### config.mk
export PLATFORM = sky130hd
export DESIGN_NAME = lif_neuron_array
export DESIGN_NICKNAME = d
export VERILOG_FILES = /design/src/rtl/lif_pkg.sv /design/src/rtl/lif_update_core.sv /design/src/rtl/lif_neuron_array.sv
export SDC_FILE = /design/constraint.sdc
export NUM_CORES = 1
export LEC_CHECK = 0
export BUFFER_PORTS_ARGS = -buffer_cell sky130_fd_sc_hd__buf_2
export CORE_MARGIN = 3
export CORE_UTILIZATION = 40
export CTS_BUF_LIST = sky130_fd_sc_hd__clkbuf_4 sky130_fd_sc_hd__clkbuf_8
export DETAILED_ROUTE_END_ITERATION = 12
export SLEW_MARGIN = 20
export SYNTH_ARGS = -nofsm -noshare
export SYNTH_HDL_FRONTEND = slang
export SYNTH_SLANG_ARGS = --single-unit
### constraint.sdc
create_clock -name clk -period 6.76 [get_ports clk]
set_clock_uncertainty 0.1 [all_clocks]
set_input_delay 0.338 -clock clk [delete_from_list [all_inputs] [get_ports clk]]
set_output_delay 0.338 -clock clk [all_outputs]
set_load 0.01 [all_outputs]
### src/rtl/lif_pkg.sv
// -----------------------------------------------------------------------------
// lif_pkg: shared types and arithmetic helpers for the LIF neuron array (rev 1.0)
// -----------------------------------------------------------------------------
`default_nettype none

package lif_pkg;

  typedef enum logic [1:0] {
    IDLE = 2'd0,
    RUN  = 2'd1,
    DONE = 2'd2
  } state_t;

  function automatic int sat_hi(input int w);
    return (1 << (w - 1)) - 1;
  endfunction

  function automatic int sat_lo(input int w);
    return -(1 << (w - 1));
  endfunction

  // Shift amounts of zero or at/above the datapath width disable the leak.
  function automatic int leak(input int v, input int shift, input int w);
    if (shift == 0 || shift >= w) return 0;
    return v >>> shift;
  endfunction

endpackage

`default_nettype wire

### src/rtl/lif_update_core.sv
// -----------------------------------------------------------------------------
// lif_update_core: combinational single-neuron leak/integrate/fire step (rev 1.0)
// -----------------------------------------------------------------------------
`default_nettype none

module lif_update_core
  import lif_pkg::*;
#(
  parameter int W     = 5,
  parameter int REF_W = 5
) (
  input  logic signed [W-1:0]     potential,
  input  logic        [REF_W-1:0] refr,
  input  logic signed [W-1:0]     current,
  input  logic signed [W-1:0]     threshold,
  input  logic        [2:0]       decay_shift,
  input  logic        [REF_W-1:0] refractory_period,
  input  logic                    reset_mode,
  output logic signed [W-1:0]     potential_next,
  output logic        [REF_W-1:0] refr_next,
  output logic                    spike
);

  localparam logic signed [W+1:0] HI = (W + 2)'(sat_hi(W));
  localparam logic signed [W+1:0] LO = (W + 2)'(sat_lo(W));

  logic signed [W+1:0] v_ext;
  logic signed [W+1:0] cur_ext;
  logic signed [W+1:0] leak_v;
  logic signed [W+1:0] nxt;

  always_comb begin
    v_ext   = {{2{potential[W-1]}}, potential};
    cur_ext = (refr == '0) ? {{2{current[W-1]}}, current} : '0;
    leak_v  = (W + 2)'(leak(int'(potential), int'(decay_shift), W));
    nxt     = v_ext - leak_v + cur_ext;

    // Firing is judged on the pre-update potential and overrides integration.
    if (potential >= threshold) begin
      spike          = 1'b1;
      potential_next = reset_mode ? '0 : potential - threshold;
      refr_next      = refractory_period;
    end else begin
      spike = 1'b0;
      if (nxt > HI)
        potential_next = HI[W-1:0];
      else if (nxt < LO)
        potential_next = LO[W-1:0];
      else
        potential_next = nxt[W-1:0];
      refr_next = (refr != '0) ? refr - REF_W'(1) : '0;
    end
  end

endmodule

`default_nettype wire

### src/rtl/lif_neuron_array.sv
// -----------------------------------------------------------------------------
// lif_neuron_array: time-multiplexed leaky integrate-and-fire array (rev 1.0)
// -----------------------------------------------------------------------------
`default_nettype none

module lif_neuron_array
  import lif_pkg::*;
#(
  parameter int NUM_NEURONS = 4,
  parameter int W           = 5,
  parameter int REF_W       = 5,
  parameter int IDX_W       = $clog2(NUM_NEURONS)
) (
  input  logic                     clk,
  input  logic                     reset,
  input  logic                     start,
  input  logic [NUM_NEURONS*W-1:0] input_current,
  input  logic signed [W-1:0]      threshold,
  input  logic [2:0]               decay_shift,
  input  logic [REF_W-1:0]         refractory_period,
  input  logic                     reset_mode,
  output logic                     busy,
  output logic                     done,
  output logic [NUM_NEURONS-1:0]   spikes_out,
  input  logic [IDX_W-1:0]         dbg_sel,
  output logic signed [W-1:0]      dbg_potential
);

  localparam logic [IDX_W-1:0] LAST = IDX_W'(NUM_NEURONS - 1);

  state_t                  state;
  state_t                  state_nxt;
  logic [IDX_W-1:0]        idx;
  logic signed [W-1:0]     potential [NUM_NEURONS];
  logic [REF_W-1:0]        refr      [NUM_NEURONS];
  logic [NUM_NEURONS-1:0]  shadow;
  logic [NUM_NEURONS-1:0]  shadow_merged;

  logic signed [W-1:0]     cur;
  logic signed [W-1:0]     potential_next;
  logic [REF_W-1:0]        refr_next;
  logic                    spike;

  assign cur           = input_current[int'(idx)*W +: W];
  assign dbg_potential = potential[dbg_sel];

  lif_update_core #(
    .W     (W),
    .REF_W (REF_W)
  ) u_core (
    .potential         (potential[idx]),
    .refr              (refr[idx]),
    .current           (cur),
    .threshold         (threshold),
    .decay_shift       (decay_shift),
    .refractory_period (refractory_period),
    .reset_mode        (reset_mode),
    .potential_next    (potential_next),
    .refr_next         (refr_next),
    .spike             (spike)
  );

  always_ff @(posedge clk or posedge reset) begin
    if (reset) state <= IDLE;
    else       state <= state_nxt;
  end

  always_comb begin
    state_nxt = state;
    busy      = 1'b0;
    done      = 1'b0;
    case (state)
      IDLE: if (start) state_nxt = RUN;
      RUN: begin
        busy = 1'b1;
        if (idx == LAST) state_nxt = DONE;
      end
      DONE: begin
        busy      = 1'b1;
        done      = 1'b1;
        state_nxt = IDLE;
      end
      default: state_nxt = IDLE;
    endcase
  end

  always_comb begin
    shadow_merged      = shadow;
    shadow_merged[idx] = spike;
  end

  // The vector is published on entry to DONE so it is already valid while done is high.
  always_ff @(posedge clk or posedge reset) begin
    if (reset) begin
      idx        <= '0;
      shadow     <= '0;
      spikes_out <= '0;
      for (int n = 0; n < NUM_NEURONS; n++) begin
        potential[n] <= '0;
        refr[n]      <= '0;
      end
    end else if (state == RUN) begin
      potential[idx] <= potential_next;
      refr[idx]      <= refr_next;
      shadow         <= shadow_merged;
      idx            <= idx + IDX_W'(1);
      if (idx == LAST) spikes_out <= shadow_merged;
    end else if (state == IDLE && start) begin
      idx <= '0;
    end
  end

endmodule

`default_nettype wire

==> summary by stage <==
CTS
Counting every sink on the clock net gives 51. The clock transition time at the flip-flop clock pins of the worst setup and hold paths is approximately 0.090 ns. TritonCTS built the clock tree.

The number of clock buffers added by TritonCTS is 5. The root cell of the clock tree is clkbuf_8. In this run the number of H-tree levels came out at 2. After clock tree synthesis, the repair step resized 0 gates. Clock latency on the worst-skew pair, taken at its later pin, is 0.31 ns. The number of post-CTS setup repair buffers is 0. The worst-case clock buffer depth is 2. The number of buffers inserted by hold repair at cts is 0.

Worst setup path
The worst setup path is of the flop to flop kind. In this design, the largest share of critical-path delay is due to compound AO/OA/AOI/OAI gates. STA puts the critical path data required time at 6.86 ns. The slack of the worst reg-to-reg path is 1.70 ns. The sort of element at the start of the critical path is a flop. The highest cell delay on the worst timing path is 1.00 ns. Walking the worst path, the cells encountered are mux4_1 -> inv_1 -> ha_1 -> nor4b_4 -> and2_1 -> fa_1 -> ha_1 -> and2_1 -> a221oi_1 -> a21boi_1 -> o31ai_2 -> a21oi_1 -> o31ai_1.

Data on the critical path arrives at its endpoint at 5.17 ns. For this design, the slowest cell found on the critical path is dfrtp_1. Counting both buffers and inverters, the worst setup path holds a total of 1. The highest net fanout along the worst path is 19. STA classifies the critical path endpoint as a flop.

Flow run
The reported max-cap violation count is 0.

Global route
Summed over all layers, the global routing overflow is 0. The via count of the first global-routing pass is 2,964. The number of antenna violations at the first check in global routing came to 0. The first global-routing pass estimated 14,700 µm of wire. The all-layer global routing usage is 0.181.

Entering global routing, the biggest net connects 52 pins.

Die
The cell row count is 34. The area enclosed by the die boundary is 10,500 µm². The starting utilization of the core area is 0.420. Pin placement for this block handled 50 I/O pins.

Measured along the y axis, the die boundary spans 102 µm. The area of the core region is 8850 µm². The horizontal die dimension is roughly 100 µm.

Synth
The post-synthesis instance area is approximately 3700 µm². The synthesized design contains 0 enable-type register cells. Synthesis produced 381 cells. Of the total synthesized cell area, the portion taken by AND, OR, NAND and NOR gates is 0.153. The post-synthesis mux area share is 0.151. Synthesis inferred 51 register bits.

After synthesis, the largest family of logic cells by area is compound AO/OA/AOI/OAI gates. The number of library cell types mapped by synthesis is 51. The count of warnings emitted by yosys is 0. The compound-cell area share of the yosys netlist was 0.174. Of the total synthesized cell area, the portion taken by XOR and XNOR cells is 0.0212. Counting every net in the synthesized netlist gives 448. The arithmetic-cell share of the synthesized area counting full adders, half adders and majority gates is 0.106. Averaged over all synthesized cells, the footprint is 9.75 µm². The sequential share of the synthesized area is 0.344. In the synthesized netlist the dominant register cell turns out to be dfrtp_1. Counting flops with an async set or reset pin after synthesis yields a share of 1.00.

STA
For the pin with the worst max-slew slack, the measured transition is 0.979 ns. In the final timing run, aggregate negative setup slack is 0 ns. The final number of max-transition violations is 0. Setup repair after global routing left no endpoint under its margin. The final hold violation count was 0. Timing would allow up to 0.198 GHz. Measured against its own limit, the worst slew margin works out to 0.348. The share of the clock period used by the worst path after layout is 0.749. The final period demand of the worst path is 5.06 ns. Setup violations remaining at the end of the flow were counted as 0.

Layout
In the layout the commonest cells are nand2_1 (53), dfrtp_1 (51), buf_2 (49). The end-of-flow core utilization is 0.466. The leading cell type in the layout, fill and taps excluded is nand2_1. The repair_antennas step left the layout with diodes totalling 0.

The relative area change from synthesis to final layout is 11.1%. The share of cells above drive strength 1 is 0.207. The final layout contains 486 nets.

Hold path
The min-delay analysis places its worst path in the category input port to async pin.

Route
The number of optimization iterations in the first detailed-route pass is 4. The number of vias per cell is 5.60. Once detail routing completed, the nets flagged for antenna violations numbered 0. The count of routing violations after the opening detailed-route iteration is 160.

The detailed-route via count is 2,956. After detailed routing, the average wire length per cell comes to 17.1 µm. The total wire length is 9050 µm. The number of remaining DRC errors is 0.

Placement
Detailed placement ended at an HPWL of just under 7000 µm. The global placement routability congestion is roughly 0.85. In this run the tool buffered the top-level ports with 49 buffer cells.

Outcome
The flow ran to the end, and the final reports show no timing, DRC or antenna violations.
-- routing by layer --
| metal | up-vias | track usage | wire length [µm] |
|---|---|---|---|
| li1 | 1429 | - | - |
| met3 | 9 | 0.0300 | 532 |
| met2 | 76 | 0.295 | 4140 |
| met4 | 0 | 0.0454 | 105 |
| met5 | - | 0 | 0 |
| met1 | 1442 | 0.252 | 4270 |
-- stage by stage --
step	hold WS [ns]	std cells	setup slack, ns	cell area [µm²]
6_report	0.0814	528	1.70	4130
3_5_place_dp	0.371	520	1.74	4020
5_1_grt	0.139	528	1.28	4130
4_1_cts	0.229	528	1.71	4120
3_3_place_gp	0.362	520	1.94	4020
2_1_floorplan	0.347	381	2.56	3710
-- cell families (layout without fill, tap and decap cells) --
| logic type | count (synthesis) | in the layout |
|---|---|---|
| muxes | 30 | 30 |
| and+or+nand+nor | 121 | 121 |
| AOI/OAI and AO/OA | 94 | 94 |
| buffers and inverters | 48 | 87 |
| DFF | 51 | 51 |
| xor gates and xnor gates | 9 | 9 |
| adders and majority gates | 28 | 28 |
-- worst paths after layout --
path                                            from  cells past startpoint                        to
worst min register to register  refr[16]$_DFFE_PP0P_                      2      refr[16]$_DFFE_PP0P_
min in group clk                refractory_period[1]                      3       refr[6]$_DFFE_PP0P_
worst min-delay path                           reset                      2      state[1]$_DFFE_PP0P_
max in group asynchronous                      reset                      2      refr[11]$_DFFE_PP0P_
worst max register to register    idx[1]$_DFFE_PP0P_                     13  potential[8]$_DFFE_PP0P_
worst max-delay path              idx[1]$_DFFE_PP0P_                     13  potential[8]$_DFFE_PP0P_
-- registers in the layout (all words and copies together), names as in the netlist --
signal      count
idx             2
refr           20
state           2
potential      20
spikes_out      4
shadow          3
-- Yosys cell counts, types with 2 or more instances --
cell / instances / share of area
mux2i_1: 10 / 0.027
inv_1: 29 / 0.029
nor4_1: 2 / 0.0034
clkbuf_1: 12 / 0.012
nor2b_1: 4 / 0.0067
a21oi_1: 9 / 0.012
xnor2_1: 7 / 0.017
buf_2: 2 / 0.0027
nand2b_1: 2 / 0.0034
o21ai_1: 23 / 0.031
dfrtp_1: 51 / 0.34
a2bb2oi_2: 2 / 0.0081
a2bb2oi_1: 4 / 0.0094
fa_1: 6 / 0.032
mux4_2: 17 / 0.10
buf_1: 4 / 0.0040
nand3_1: 2 / 0.0027
nor2_1: 31 / 0.031
ha_1: 22 / 0.074
a2bb2oi_4: 2 / 0.014
xor2_1: 2 / 0.0047
mux4_1: 3 / 0.021
nand2_1: 53 / 0.054
a211oi_1: 7 / 0.014
nor3_1: 9 / 0.012
o21ai_0: 23 / 0.031
o21a_1: 2 / 0.0040
a31oi_1: 4 / 0.0067
o21bai_1: 2 / 0.0040
nand3b_1: 2 / 0.0040
or2_2: 2 / 0.0034
o31ai_1: 6 / 0.012
and2_1: 7 / 0.012
-- layout make-up --
cell class,count,area [µm²]
well taps,108,135
inverters,29,110
multi-input cells,282,2250
clock buffers,7,96.3
clock inverters,1,7.51
fillers,868,4720
flip-flops and latches,51,1280
repair buffers,50,253
Power is left out: the tool's default activity adds up to more than one toggle a clock period on the data nets, which glitch-free logic cannot reach.
